--- src/rtl/fifo92gmii_pkg.sv ---
// Shared definitions for the FIFO-to-GMII transmit path: state encodings,
// GMII framing bytes and the ctl-bit meaning shared with the receive side.
package fifo92gmii_pkg;

  typedef enum logic [2:0] {
    ST_IDLE     = 3'd0,
    ST_PREAMBLE = 3'd1,
    ST_SFD      = 3'd2,
    ST_DATA     = 3'd3,
    ST_DROP     = 3'd4,
    ST_IFG      = 3'd5
  } state_t;

  localparam logic [7:0] GMII_PREAMBLE = 8'h55;
  localparam logic [7:0] GMII_SFD      = 8'hD5;

  localparam logic CTL_DATA = 1'b1;
  localparam logic CTL_GAP  = 1'b0;

endpackage

--- src/rtl/fifo92gmii.sv ---
// Drains {ctl, byte} words from a first-word-fall-through FIFO onto a GMII
// transmitter, adding preamble/SFD, inter-frame gap and underrun signalling.
module fifo92gmii
  import fifo92gmii_pkg::*;
#(
  parameter logic [3:0] PreambleLen = 4'h7,
  parameter logic [4:0] Ifg         = 5'd12
) (
  input  logic       gmii_tx_clk,
  input  logic       sys_rst,
  input  logic [8:0] dout,
  input  logic       empty,
  output logic       rd_en,
  output logic       rd_clk,
  output logic       gmii_tx_en,
  output logic [7:0] gmii_txd,
  output logic       gmii_tx_er
);

  state_t     state, state_nx;
  logic [3:0] pre_cnt, pre_cnt_nx;
  logic [4:0] ifg_cnt, ifg_cnt_nx;
  logic       tx_en_nx, tx_er_nx;
  logic [7:0] txd_nx;
  logic       head_data, head_gap, pop;

  assign rd_clk = gmii_tx_clk;

  // FIFO handshake: dout is valid whenever empty=0; rd_en is only raised with
  // empty=0 and consumes the head word at the rising edge it is high.
  assign head_data = !empty && (dout[8] == CTL_DATA);
  assign head_gap  = !empty && (dout[8] == CTL_GAP);
  assign rd_en     = pop && !sys_rst;

  always_comb begin
    state_nx   = state;
    pre_cnt_nx = pre_cnt;
    ifg_cnt_nx = ifg_cnt;
    tx_en_nx   = 1'b0;
    tx_er_nx   = 1'b0;
    txd_nx     = 8'h00;
    pop        = 1'b0;
    unique case (state)
      ST_IDLE: begin
        pop = head_gap;
        if (head_data) begin
          state_nx   = ST_PREAMBLE;
          pre_cnt_nx = PreambleLen - 4'd1;
          tx_en_nx   = 1'b1;
          txd_nx     = GMII_PREAMBLE;
        end
      end
      ST_PREAMBLE: begin
        tx_en_nx = 1'b1;
        if (pre_cnt == 4'd0) begin
          state_nx = ST_SFD;
          txd_nx   = GMII_SFD;
        end else begin
          pre_cnt_nx = pre_cnt - 4'd1;
          txd_nx     = GMII_PREAMBLE;
        end
      end
      // Registered outputs lag one cycle, so the byte popped here is on the wire next.
      ST_SFD, ST_DATA: begin
        pop = !empty;
        if (head_data) begin
          state_nx = ST_DATA;
          tx_en_nx = 1'b1;
          txd_nx   = dout[7:0];
        end else if (head_gap) begin
          state_nx   = ST_IFG;
          ifg_cnt_nx = Ifg - 5'd1;
        end else begin
          state_nx = ST_DROP;
          tx_en_nx = 1'b1;
          tx_er_nx = 1'b1;
        end
      end
      ST_DROP: begin
        pop = !empty;
        if (head_gap) begin
          state_nx   = ST_IFG;
          ifg_cnt_nx = Ifg - 5'd1;
        end
      end
      ST_IFG: begin
        pop = head_gap;
        if (ifg_cnt == 5'd0) state_nx = ST_IDLE;
        else                 ifg_cnt_nx = ifg_cnt - 5'd1;
      end
      default: state_nx = ST_IDLE;
    endcase
  end

  always_ff @(posedge gmii_tx_clk or posedge sys_rst) begin
    if (sys_rst) begin
      state      <= ST_IDLE;
      pre_cnt    <= 4'd0;
      ifg_cnt    <= 5'd0;
      gmii_tx_en <= 1'b0;
      gmii_tx_er <= 1'b0;
      gmii_txd   <= 8'h00;
    end else begin
      state      <= state_nx;
      pre_cnt    <= pre_cnt_nx;
      ifg_cnt    <= ifg_cnt_nx;
      gmii_tx_en <= tx_en_nx;
      gmii_tx_er <= tx_er_nx;
      gmii_txd   <= txd_nx;
    end
  end

endmodule

--- config.mk ---
export PLATFORM = sky130hd
export DESIGN_NAME = fifo92gmii
export DESIGN_NICKNAME = d
export VERILOG_FILES = /design/src/rtl/fifo92gmii_pkg.sv /design/src/rtl/fifo92gmii.sv
export SDC_FILE = /design/constraint.sdc
export NUM_CORES = 1
export LEC_CHECK = 0
export BUFFER_PORTS_ARGS = -buffer_cell sky130_fd_sc_hd__buf_2
export CAP_MARGIN = 5
export CORE_ASPECT_RATIO = 0.9
export CORE_MARGIN = 5
export CORE_UTILIZATION = 57
export CTS_CLUSTER_SIZE = 10
export DETAILED_ROUTE_END_ITERATION = 10
export PLACE_DENSITY = 0.94
export SETUP_SLACK_MARGIN = 0.1
export SLEW_MARGIN = 15
export SYNTH_ARGS = -nofsm -noshare
export SYNTH_HDL_FRONTEND = slang
export SYNTH_SLANG_ARGS = --single-unit
--- constraint.sdc ---
create_clock -name gmii_tx_clk -period 3.1 [get_ports gmii_tx_clk]
set_input_delay 0.465 -clock gmii_tx_clk [delete_from_list [all_inputs] [get_ports gmii_tx_clk]]
set_output_delay 0.465 -clock gmii_tx_clk [all_outputs]
set_load 0.02 [all_outputs]
Word-level counts from Yosys, hierarchy flattened
Index checks and enable logic that the tools add are counted.
W data, S select, Z words.
{ "word_totals": {"register_bits": 22, "inputBits": 12, "out_inout_bits": 12, "wordCells": 62} }
{ "op_classes": {"add_sub_neg": 2, "n_eq_ne": 12, "mux": 25, "n_bitwise": 1, "reduce_logical": 16} }
{ "op_table": {"columns": ["op", "n"], "rows": [
  ["$pmux W8 S3", 1],
  ["$mux W8", 2],
  ["$mux W3", 5],
  ["$mux W5", 3],
  ["$pmux W3 S5", 1],
  ["$pmux W5 S3", 1],
  ["$ne A2 B2 Y1 const B", 7],
  ["$mux W4", 2],
  ["$pmux W4 S2", 1],
  ["$mux W7", 1],
  ["$eq A3 B2 Y1 const B", 2],
  ["$eq A3 B3 Y1 const B", 2],
  ["$mux W1", 6],
  ["$reduce_and A3 Y1", 2],
  ["$logic_not A5 Y1", 1],
  ["$sub A5 B1 Y5 const B", 1],
  ["$logic_not A4 Y1", 1],
  ["$reduce_and A4 Y1", 1],
  ["$reduce_or A2 Y1", 2],
  ["$sub A4 B1 Y4 const B", 1],
  ["$eq A3 B1 Y1 const B", 1],
  ["$logic_and A1 B1 Y1", 3],
  ["$logic_not A3 Y1", 1],
  ["$pmux W1 S3", 1],
  ["6 further kinds", 7]
]} }

Logic depth before layout (Yosys ltp)
Gate-level depths: netlist of the first run.
{ "depth": {"depth_word": 5, "mapped_depth": 8, "mapped_depth_nobuf": 6} }

==> impl_metrics.ini, run 1 <==
[yosys]
syn_nets = 137
syn_area_mm2 = 0.00114
synth-async-reset-ratio_pct = 100
yosysWarnings = 0
syn_area_per_cell_um2 = 9.44
synth-edff-count = 0
yosysSeqAreaShare_pct = 48.2
synth_largest_area_cell = dfrtp_1
yosysTopAreaCellShare_pct = 48.2
synthTopCellsByCount = dfrtp_1 (22), nor2_1 (14), nand2_1 (12)
ys_ff_latch = 22
synth_most_common_cell = dfrtp_1
synth_ff_type = dfrtp_1
synthTopCellsByArea = dfrtp_1 (48%), nor2_1 (4.6%), ha_1 (4.4%)
syn_inst = 121
netlist-cell-type-count = 37

[pwr]
leakage_uw = 0.000679
p_int_uw = 703
ir_drop_uv = 415
combPwrFrac_pct = 42.2
finalPower_uw = 1210
clkPwrFrac_pct = 19.8
p_seq_share_pct = 37.9
p_switching_uw = 511
power_density_mw_per_mm2 = 913
switching_share_pct = 42.1

[clock_tree]
cts_tree = built
post_cts_buffers = 0
path_clk_slew_ns = 0.12
clk_latency_ns = 0.41
ctsHoldBuffers = 0
cts_resized = 0

[cells_and_area]
final_nets = 165
regArea_um2 = 551
syn2layout_area_growth_pct = 16.4
layout-drive-gt1-share_pct = 23.6
multi_input_area_um2 = 537
fillCellCount = 130
num_antenna_cells = 0

[global_route]
grt_pass1_vias = 1007
grt_overflow = 0
grt_max_degree = 23
grt_pass1_wl_um = 4340
grt_use_total_pct = 19.9
antenna_found_initial = 0

[worst_setup_path]
path_max_fanout = 2
worstPathRequired_ns = 2.63
start_kind = clock port
critPathKind = clock port to primary output
crit_path_end_kind = primary output
arrival_ns = 1.93

[place]
port_buffers = 23
dpl.hpwl_um = 1780
place.gp.congestion = 0.883

[floorplan]
ioPinCount = 24
num_rows = 15
die_x_um = 57.2
dieHeight_um = 52.5
initial_utilization_pct = 59.7
core_mm2 = 0.00191
dieArea_mm2 = 0.00300

[timing]
finalHoldViolCount = 0
worst_hold_slack_ns = 0.206
slew_violations = 0
clock_skew_ns = 0.00492
tightest_slew_ns = 0.802
grt_setup_unrepaired = false
setup_viol = 0
setup_tns_ns = 0
slew_headroom_pct = 46.5

[routing]
drt-total-wl_um = 2580
antenna_left = 0
drc = 0
vias = 1021
post_drt_via_cell_ratio = 5.90
wire_per_inst_um = 14.9
drt-initial-drc-count = 28
firstDrtPassIters = 6

[status]
status = completed

[job]
maxCapViolations = 0

[min_path]
hp-class = input pin to async pin
## placed cells by master (no fill, tap or decap), types with 2 or more instances in the layout
cell / n
nand2_1: 12
nand3_1: 2
clkbuf_4: 6
nor2_1: 14
ha_1: 4
nor4_1: 2
o21ai_0: 10
dfrtp_1: 22
nor4b_1: 2
and2_1: 5
and3b_1: 2
a21o_1: 2
a31oi_1: 2
nor3_1: 4
buf_2: 23
or3b_2: 2
inv_1: 10
a21oi_1: 4
## registers in the layout (all words and copies together) (netlist names)
register    count
gmii_tx_en      1
gmii_tx_er      1
gmii_txd        8
ifg_cnt         5
pre_cnt         4
state           3
## worst paths after layout
path / from / end / slack, ns / cells after the start
min in group gmii_tx_clk: dout[2] / gmii_txd[2]$_DFF_PP0_ / 0.25 / 3
worst max-delay path: gmii_tx_clk / rd_clk / 0.70 / 3
worst max register to register: state[2]$_DFFE_PP0P_ / ifg_cnt[2]$_DFFE_PP0P_ / 0.82 / 6
max in group asynchronous: sys_rst / gmii_txd[5]$_DFF_PP0_ / 2.40 / 2
worst min-delay path: sys_rst / state[1]$_DFFE_PP0P_ / 0.21 / 2
worst min register to register: pre_cnt[3]$_DFFE_PP0P_ / pre_cnt[3]$_DFFE_PP0P_ / 0.51 / 1
## metrics by stage
stage | cells | utilization, % | cell area, um2 | setup WS (ns)
after floorplan | 121 | - | 1140 | 0.951
after global placement | 166 | 66.4 | 1270 | 0.950
after detailed placement | 166 | 66.4 | 1270 | 0.912
after CTS | 173 | 69.5 | 1330 | 0.696
after global routing | 173 | 69.5 | 1330 | 0.679
final | 173 | 69.5 | 1330 | 0.700
## worst max-delay path: stages
cell and delay (ns):
clkbuf_4 0.11, clkbuf_4 0.12, buf_2 0.15
## logic make-up (layout without fill, tap and decap cells)
| logic type | count (synthesis) | count (layout) | share of synthesized area, % |
|---|---|---|---|
| fa+ha+maj | 4 | 4 | 4.38 |
| compound gates | 28 | 28 | 15.7 |
| flops | 22 | 22 | 48.2 |
| buf+inv | 13 | 40 | 4.82 |
| simple gates | 54 | 54 | 26.9 |
## power by group through the flow
stage               clock network, uW  registers [uW]  logic (uW)
floorplan                        37.7             498         330
global placement                 30.1             461         475
detailed placement               30.1             464         499
CTS                               248             459         510
global route                      264             479         573
finish                            241             461         513
## cell type report
| class | count | area share (%) |
|---|---|---|
| clock buffer | 8 | 4.80 |
| sequential | 22 | 41.4 |
| multi-input combinational | 86 | 40.4 |
| inverter | 10 | 2.82 |
| tap | 25 | 2.35 |
| timing repair buffer | 22 | 8.28 |
## routing by layer
metal  wire (um)  GRT usage (%)  vias to the layer above
li1            -              -                      472
met1        1030           22.0                      485
met2        1220           32.3                       55
met3         275           7.14                        9
met4          59           13.1                        0
met5           0              0                        -
No activity file was read; power rests on OpenSTA's default activity.
==> run 2, diff against run 1 <==
--- a/config.mk
+++ b/config.mk
@@ -5,14 +5,15 @@
 export SDC_FILE = /design/constraint.sdc
 export NUM_CORES = 1
 export LEC_CHECK = 0
+export ABC_AREA = 1
 export BUFFER_PORTS_ARGS = -buffer_cell sky130_fd_sc_hd__buf_2
 export CAP_MARGIN = 5
 export CORE_ASPECT_RATIO = 0.9
 export CORE_MARGIN = 5
-export CORE_UTILIZATION = 57
+export CORE_UTILIZATION = 48
 export CTS_CLUSTER_SIZE = 10
 export DETAILED_ROUTE_END_ITERATION = 10
-export PLACE_DENSITY = 0.94
+export PLACE_DENSITY = 0.85
 export SETUP_SLACK_MARGIN = 0.1
 export SLEW_MARGIN = 15
 export SYNTH_ARGS = -nofsm -noshare
==> constraint.sdc (replaced) <==
create_clock -name gmii_tx_clk -period 2.2 [get_ports gmii_tx_clk]
set_input_delay 0.33 -clock gmii_tx_clk [delete_from_list [all_inputs] [get_ports gmii_tx_clk]]
set_output_delay 0.33 -clock gmii_tx_clk [all_outputs]
set_load 0.02 [all_outputs]
==> run 2 against run 1 <==
Wire length is 3.9% lower. First-iteration DRC count increased by 43%. Count of clock-buffer cells in the layout shrank 1. Hold slack got worse by 0.10 ns. Largest cell class is now multi-input gates. Clock skew decreased by 0.0030 ns. Critical path depth rose by 3. Die area increased by 22%.
==> impl_metrics.ini, run 2 <==
[timing]
fin_crit_ns = 1.96
finalHoldViolCount = 0
slew_headroom_pct = 77.3
tightest_slew_ns = 0.339
final.period_utilization_pct = 89.1
worst_hold_slack_ns = 0.101
setup_viol = 0
grt_setup_unrepaired = false
slew_violations = 0
clock_skew_ns = 0.00189
setup_tns_ns = 0
max_clock_freq_mhz = 510

[yosys]
yosysWarnings = 0
syn_nets = 168
synth_most_common_cell = nand2_1
synthTopCellsByCount = nand2_1 (48), dfrtp_1 (22), inv_1 (19)
yosysSeqAreaShare_pct = 45.1
synth-edff-count = 0
syn_area_per_cell_um2 = 8.03
ys_ff_latch = 22
synthTopCellsByArea = dfrtp_1 (45%), nand2_1 (15%), nand3_1 (6.1%)
syn_inst = 152
netlist-cell-type-count = 22
synth_largest_area_cell = dfrtp_1
syn_area_mm2 = 0.00122
synth_ff_type = dfrtp_1
synth-async-reset-ratio_pct = 100
yosysTopAreaCellShare_pct = 45.1

[pwr]
leakage_uw = 0.000813
ir_drop_uv = 936
finalPower_uw = 1920
power_density_mw_per_mm2 = 1330

[floorplan]
die_x_um = 63.2
initial_utilization_pct = 49.9
ioPinCount = 24
dieHeight_um = 57.9
core_mm2 = 0.00245
dieArea_mm2 = 0.00365
num_rows = 17

[cells_and_area]
final_common_cell = nand2_1
multi_input_area_um2 = 562
fillCellCount = 219
layout-drive-gt1-share_pct = 27.5
num_antenna_cells = 0
regMostFlops = gmii_txd
layout_common_cells = nand2_1 (48), buf_2 (23), dfrtp_1 (21)
regArea_um2 = 552
final_nets = 199
largest_reg_flops = 8
syn2layout_area_growth_pct = 18.4
top_regs = gmii_txd (8), ifg_cnt (5), pre_cnt (4)
final_cell_area_mm2 = 0.00145

[global_route]
grt_overflow = 0
antenna_found_initial = 0
grt_pass1_vias = 1002
use_met3_pct = 3.68
grt_use_met1_pct = 18.3
grt_busiest_layer = met2
grt_pass1_wl_um = 4370
grt_max_degree = 23
grt_use_total_pct = 15.4
use_met2_pct = 25.0

[status]
status = completed

[worst_setup_path]
path_cells = nor2_4, nand2_1, o21ai_0, nor2_1, nor2_1, buf_2
crit_path_end_kind = primary output
critPathKind = flop to primary output
critPathMaxStageDelay_ns = 0.48
path_buf_inv = 1
start_kind = flop
crit_family = flip-flops
worstPathRequired_ns = 1.87
crit_path_top_delay_cell = dfrtp_2
path_max_fanout = 5
arrival_ns = 1.63
critPathMostFrequentCell = nor2_1

[routing]
antenna_left = 0
vias = 1021
drt-initial-drc-count = 40
drt-total-wl_um = 2480
drc = 0
firstDrtPassIters = 4
post_drt_via_cell_ratio = 4.86
wire_per_inst_um = 11.8

[min_path]
hp-class = input pin to flop

[place]
dpl.hpwl_um = 1930
place.gp.congestion = 0.868
port_buffers = 23
place_area_mm2 = 0.00136

[clock_tree]
clk_latency_ns = 0.41
path_clk_slew_ns = 0.12
cts_tree = built

[job]
maxCapViolations = 0
run 2: worst reg2reg max path: stages (launching register included):
cell	delay (ns)
dfrtp_1	0.47
inv_2	0.10
ha_1	0.27
nand3_2	0.15
nand2_1	0.14
nor2_8	0.18
nand2_4	0.07
nand2_1	0.06
nand2_1	0.05
run 2: report_power, final:
group	internal (uW)	leakage (uW)	switching, uW
registers	550	0.000274	88.6
logic	301	0.000493	556
clock network	257	0.0000457	168
run 2: logic make-up (layout without fill, tap and decap cells):
group,after synthesis,count (layout),synth area share [%]
compound gates,10,10,4.71
xor+xnor,2,2,1.43
fa+ha+maj,4,4,4.10
buf+inv,26,56,8.91
flops,22,22,45.1
simple gates,88,88,35.8
run 2: final timing paths:
| check | from | endpoint | slack [ns] | cells after the start |
|---|---|---|---|---|
| worst min register to register | ifg_cnt[4]$_DFFE_PP0P_ | ifg_cnt[4]$_DFFE_PP0P_ | 0.49 | 2 |
| worst min-delay path | dout[5] | gmii_txd[5]$_DFF_PP0_ | 0.10 | 3 |
| max in group asynchronous | sys_rst | state[1]$_DFFE_PP0P_ | 1.44 | 4 |
| worst max-delay path | state[1]$_DFFE_PP0P_ | rd_en | 0.24 | 6 |
| worst max register to register | state[2]$_DFFE_PP0P_ | ifg_cnt[3]$_DFFE_PP0P_ | 0.61 | 8 |
| min in group asynchronous | sys_rst | ifg_cnt[1]$_DFFE_PP0P_ | 0.54 | 4 |
run 2: what timing repair did:
| item | CTS | global route |
|---|---|---|
| setup endpoints to repair | 0 | 1 |
| hold buffers | 1 | 0 |
| hold endpoints to repair | 22 | 0 |
| setup buffers | 0 | 0 |
| resized for setup | 0 | 1 |
run 2: stage by stage:
| step | setup slack [ns] | utilization [%] | cells |
|---|---|---|---|
| 5_1_grt | 0.113 | 59.1 | 210 |
| 6_report | 0.240 | 59.1 | 210 |
| 3_3_place_gp | 0.635 | 55.6 | 202 |
| 4_1_cts | 0.190 | 59.1 | 210 |
| 2_1_floorplan | 0.631 | - | 152 |
| 3_5_place_dp | 0.635 | 55.6 | 202 |
run 2: final cells by class:
cell class / instances / share of cell area (%)
Multi-Input combinational cell: 104 / 38.8
Sequential cell: 22 / 38.1
Timing Repair Buffer: 24 / 8.82
Inverter: 24 / 6.23
Clock buffer: 7 / 3.46
Tap cell: 28 / 2.42
Clock inverter: 1 / 2.08
run 2: routing by layer:
| metal | share of wire [%] | wire, um | vias to the layer above |
|---|---|---|---|
| li1 | - | - | 530 |
| met1 | 43 | 1070 | 474 |
| met2 | 52 | 1290 | 12 |
| met3 | 2.6 | 65 | 5 |
| met4 | 2.3 | 56 | 0 |
| met5 | 0 | 0 | - |
==> run 3, diff against run 2 <==
--- a/config.mk
+++ b/config.mk
@@ -6,14 +6,14 @@
 export NUM_CORES = 1
 export LEC_CHECK = 0
 export ABC_AREA = 1
-export BUFFER_PORTS_ARGS = -buffer_cell sky130_fd_sc_hd__buf_2
 export CAP_MARGIN = 5
 export CORE_ASPECT_RATIO = 0.9
 export CORE_MARGIN = 5
-export CORE_UTILIZATION = 48
+export CORE_UTILIZATION = 55
 export CTS_CLUSTER_SIZE = 10
 export DETAILED_ROUTE_END_ITERATION = 10
-export PLACE_DENSITY = 0.85
+export DONT_BUFFER_PORTS = 1
+export PLACE_DENSITY = 0.84
 export SETUP_SLACK_MARGIN = 0.1
 export SLEW_MARGIN = 15
 export SYNTH_ARGS = -nofsm -noshare
==> run 3 against run 2 <==
The flow now finishes with violations (negative hold slack). Clock skew is 0.0037 ns higher. First-iteration DRC count is 25% lower. Final cell count is 13% lower. Total power is 13% lower. Die area is 11% lower. Register-to-register slack worse by 0.03 ns. Sequential share of layout area is 4.9 points higher. Highest routed layer unchanged. Maximum frequency is 3.2% higher. Critical path type unchanged. Final area is 12% lower.
==> impl_metrics.ini, run 3 (synthesis gave the netlist of run 2 again) <==
[cells_and_area]
layout_common_cells = nand2_1 (48), dfrtp_1 (22), inv_1 (19)
multi_input_area_um2 = 562
top_regs = gmii_txd (8), ifg_cnt (5), pre_cnt (4)
fillCellCount = 182
largest_reg_flops = 8
num_antenna_cells = 0
layout-drive-gt1-share_pct = 14.8
final_common_cell = nand2_1
regArea_um2 = 551
final_nets = 172
stdcell_count = 182
syn2layout_area_growth_pct = 4.82
regMostFlops = gmii_txd

[timing]
grt_setup_unrepaired = false
fin_crit_ns = 1.90
slew_violations = 0
max_clock_freq_mhz = 527
clock_skew_ns = 0.00557
tightest_slew_ns = 0.384
setup_tns_ns = 0
finalHoldViolCount = 12
final.period_utilization_pct = 86.3
worst_hold_slack_ns = -0.00417
setup_viol = 0
slew_headroom_pct = 74.3
worst_slack_ns = 0.301

[floorplan]
ioPinCount = 24
initial_utilization_pct = 57.0
die_x_um = 59.7
core_mm2 = 0.00214
num_rows = 16
dieArea_mm2 = 0.00326
dieHeight_um = 54.7

[pwr]
p_seq_share_pct = 43.3
power_density_mw_per_mm2 = 1310
p_int_uw = 906
combPwrFrac_pct = 43.3
clkPwrFrac_pct = 13.4
leakage_uw = 0.000691
p_switching_uw = 773
switching_share_pct = 46.0
ir_drop_uv = 794

[place]
port_buffers = 0
dp.cells = 178
dpl.hpwl_um = 1850
place.gp.congestion = 0.826
dp_slack_ns = 0.623

[worst_setup_path]
crit_family = simple AND/OR/NAND/NOR gates
path_cells = inv_2, nand3_2, a21oi_1, nor2_1, nor2_1
critPathMostFrequentCell = nor2_1
critPathMaxStageDelay_ns = 0.47
path_max_fanout = 4
start_kind = flop
crit_path_top_delay_cell = dfrtp_1
critPathKind = flop to primary output
path_buf_inv = 1
crit_path_end_kind = primary output
worstPathRequired_ns = 1.87
arrival_ns = 1.57

[clock_tree]
clk_latency_ns = 0.31
clkSinkCount = 22
cts_max_level = 1
cts_buffer_depth = 2
post_cts_buffers = 0
ctsHoldBuffers = 0
cts_tree = built
clock-root-buffer = clkbuf_4
path_clk_slew_ns = 0.12
numCtsBuffers = 3
cts_resized = 0

[routing]
antenna_left = 0
post_drt_via_cell_ratio = 5.26
wire_per_inst_um = 13.2
vias = 958
firstDrtPassIters = 4
drc = 0
drt-total-wl_um = 2400
drt-initial-drc-count = 30

[status]
status = finished with violations
violations = negative hold slack

[global_route]
antenna_found_initial = 0
grt_max_degree = 23
grt_pass1_vias = 951
grt_pass1_wl_um = 4200
grt_use_total_pct = 17.4
grt_overflow = 0

[job]
maxCapViolations = 0

[min_path]
hp-class = input pin to async pin
## run 3: cell types whose count changed in the layout (fill, tap and decap cells not counted)
cell	previous run	this run
dlygate4sd3_1	1	0
clkbuf_4	6	3
clkbuf_8	0	1
bufinv_16	1	0
dfrtp_2	1	0
buf_2	23	0
dfrtp_1	21	22
## run 3: per-stage QoR
stage          instance area (um2)  power (uW)  hold slack (ns)  util [%]
2_1_floorplan                 1220        1360            0.328         -
3_3_place_gp                  1240        1410            0.330      58.1
3_5_place_dp                  1240        1460            0.330      58.1
4_1_cts                       1280        1680          0.00883      59.8
5_1_grt                       1280        1820           0.0210      59.8
6_report                      1280        1680         -0.00417      59.8
## run 3: metal layers
| layer | wire, um | vias to the layer above | track usage, % |
|---|---|---|---|
| li1 | - | 478 | - |
| met1 | 990 | 454 | 19.5 |
| met2 | 1280 | 17 | 30.9 |
| met3 | 80 | 9 | 5.42 |
| met4 | 55 | 0 | 7.01 |
| met5 | 0 | - | 0 |
## run 3: cell type report
type	instances	area share (%)
Clock buffer	4	2.83
Inverter	24	7.04
Multi-Input combinational cell	104	43.9
Sequential cell	22	43.0
Tap cell	27	2.64
Timing Repair Buffer	1	0.587
## run 3: path summary, 6_finish.rpt
kind	from	endpoint	slack (ns)	cells past startpoint
worst max-delay path	state[1]$_DFFE_PP0P_	rd_en	0.30	5
worst min-delay path	sys_rst	state[1]$_DFFE_PP0P_	-0.004	2
worst max register to register	state[2]$_DFFE_PP0P_	state[0]$_DFFE_PP0P_	0.58	6
worst min register to register	ifg_cnt[4]$_DFFE_PP0P_	ifg_cnt[4]$_DFFE_PP0P_	0.51	2
max in group asynchronous	sys_rst	ifg_cnt[4]$_DFFE_PP0P_	1.98	2
min in group gmii_tx_clk	dout[1]	gmii_txd[1]$_DFF_PP0_	0.11	2
## run 3: worst reg2reg max path: stages, from the launching register on
cell and delay [ns]:
dfrtp_1 0.47, inv_2 0.14, ha_1 0.28, inv_1 0.06, nor2_1 0.29, o21ai_0 0.17
o21bai_1 0.15
## run 3: power by group through the flow
stage | Sequential, uW | Clock (uW) | Combinational [uW]
6_report | 727 | 225 | 726
5_1_grt | 739 | 250 | 834
4_1_cts | 728 | 229 | 727
3_5_place_dp | 738 | 0 | 718
3_3_place_gp | 730 | 0 | 676
2_1_floorplan | 705 | 53.1 | 601
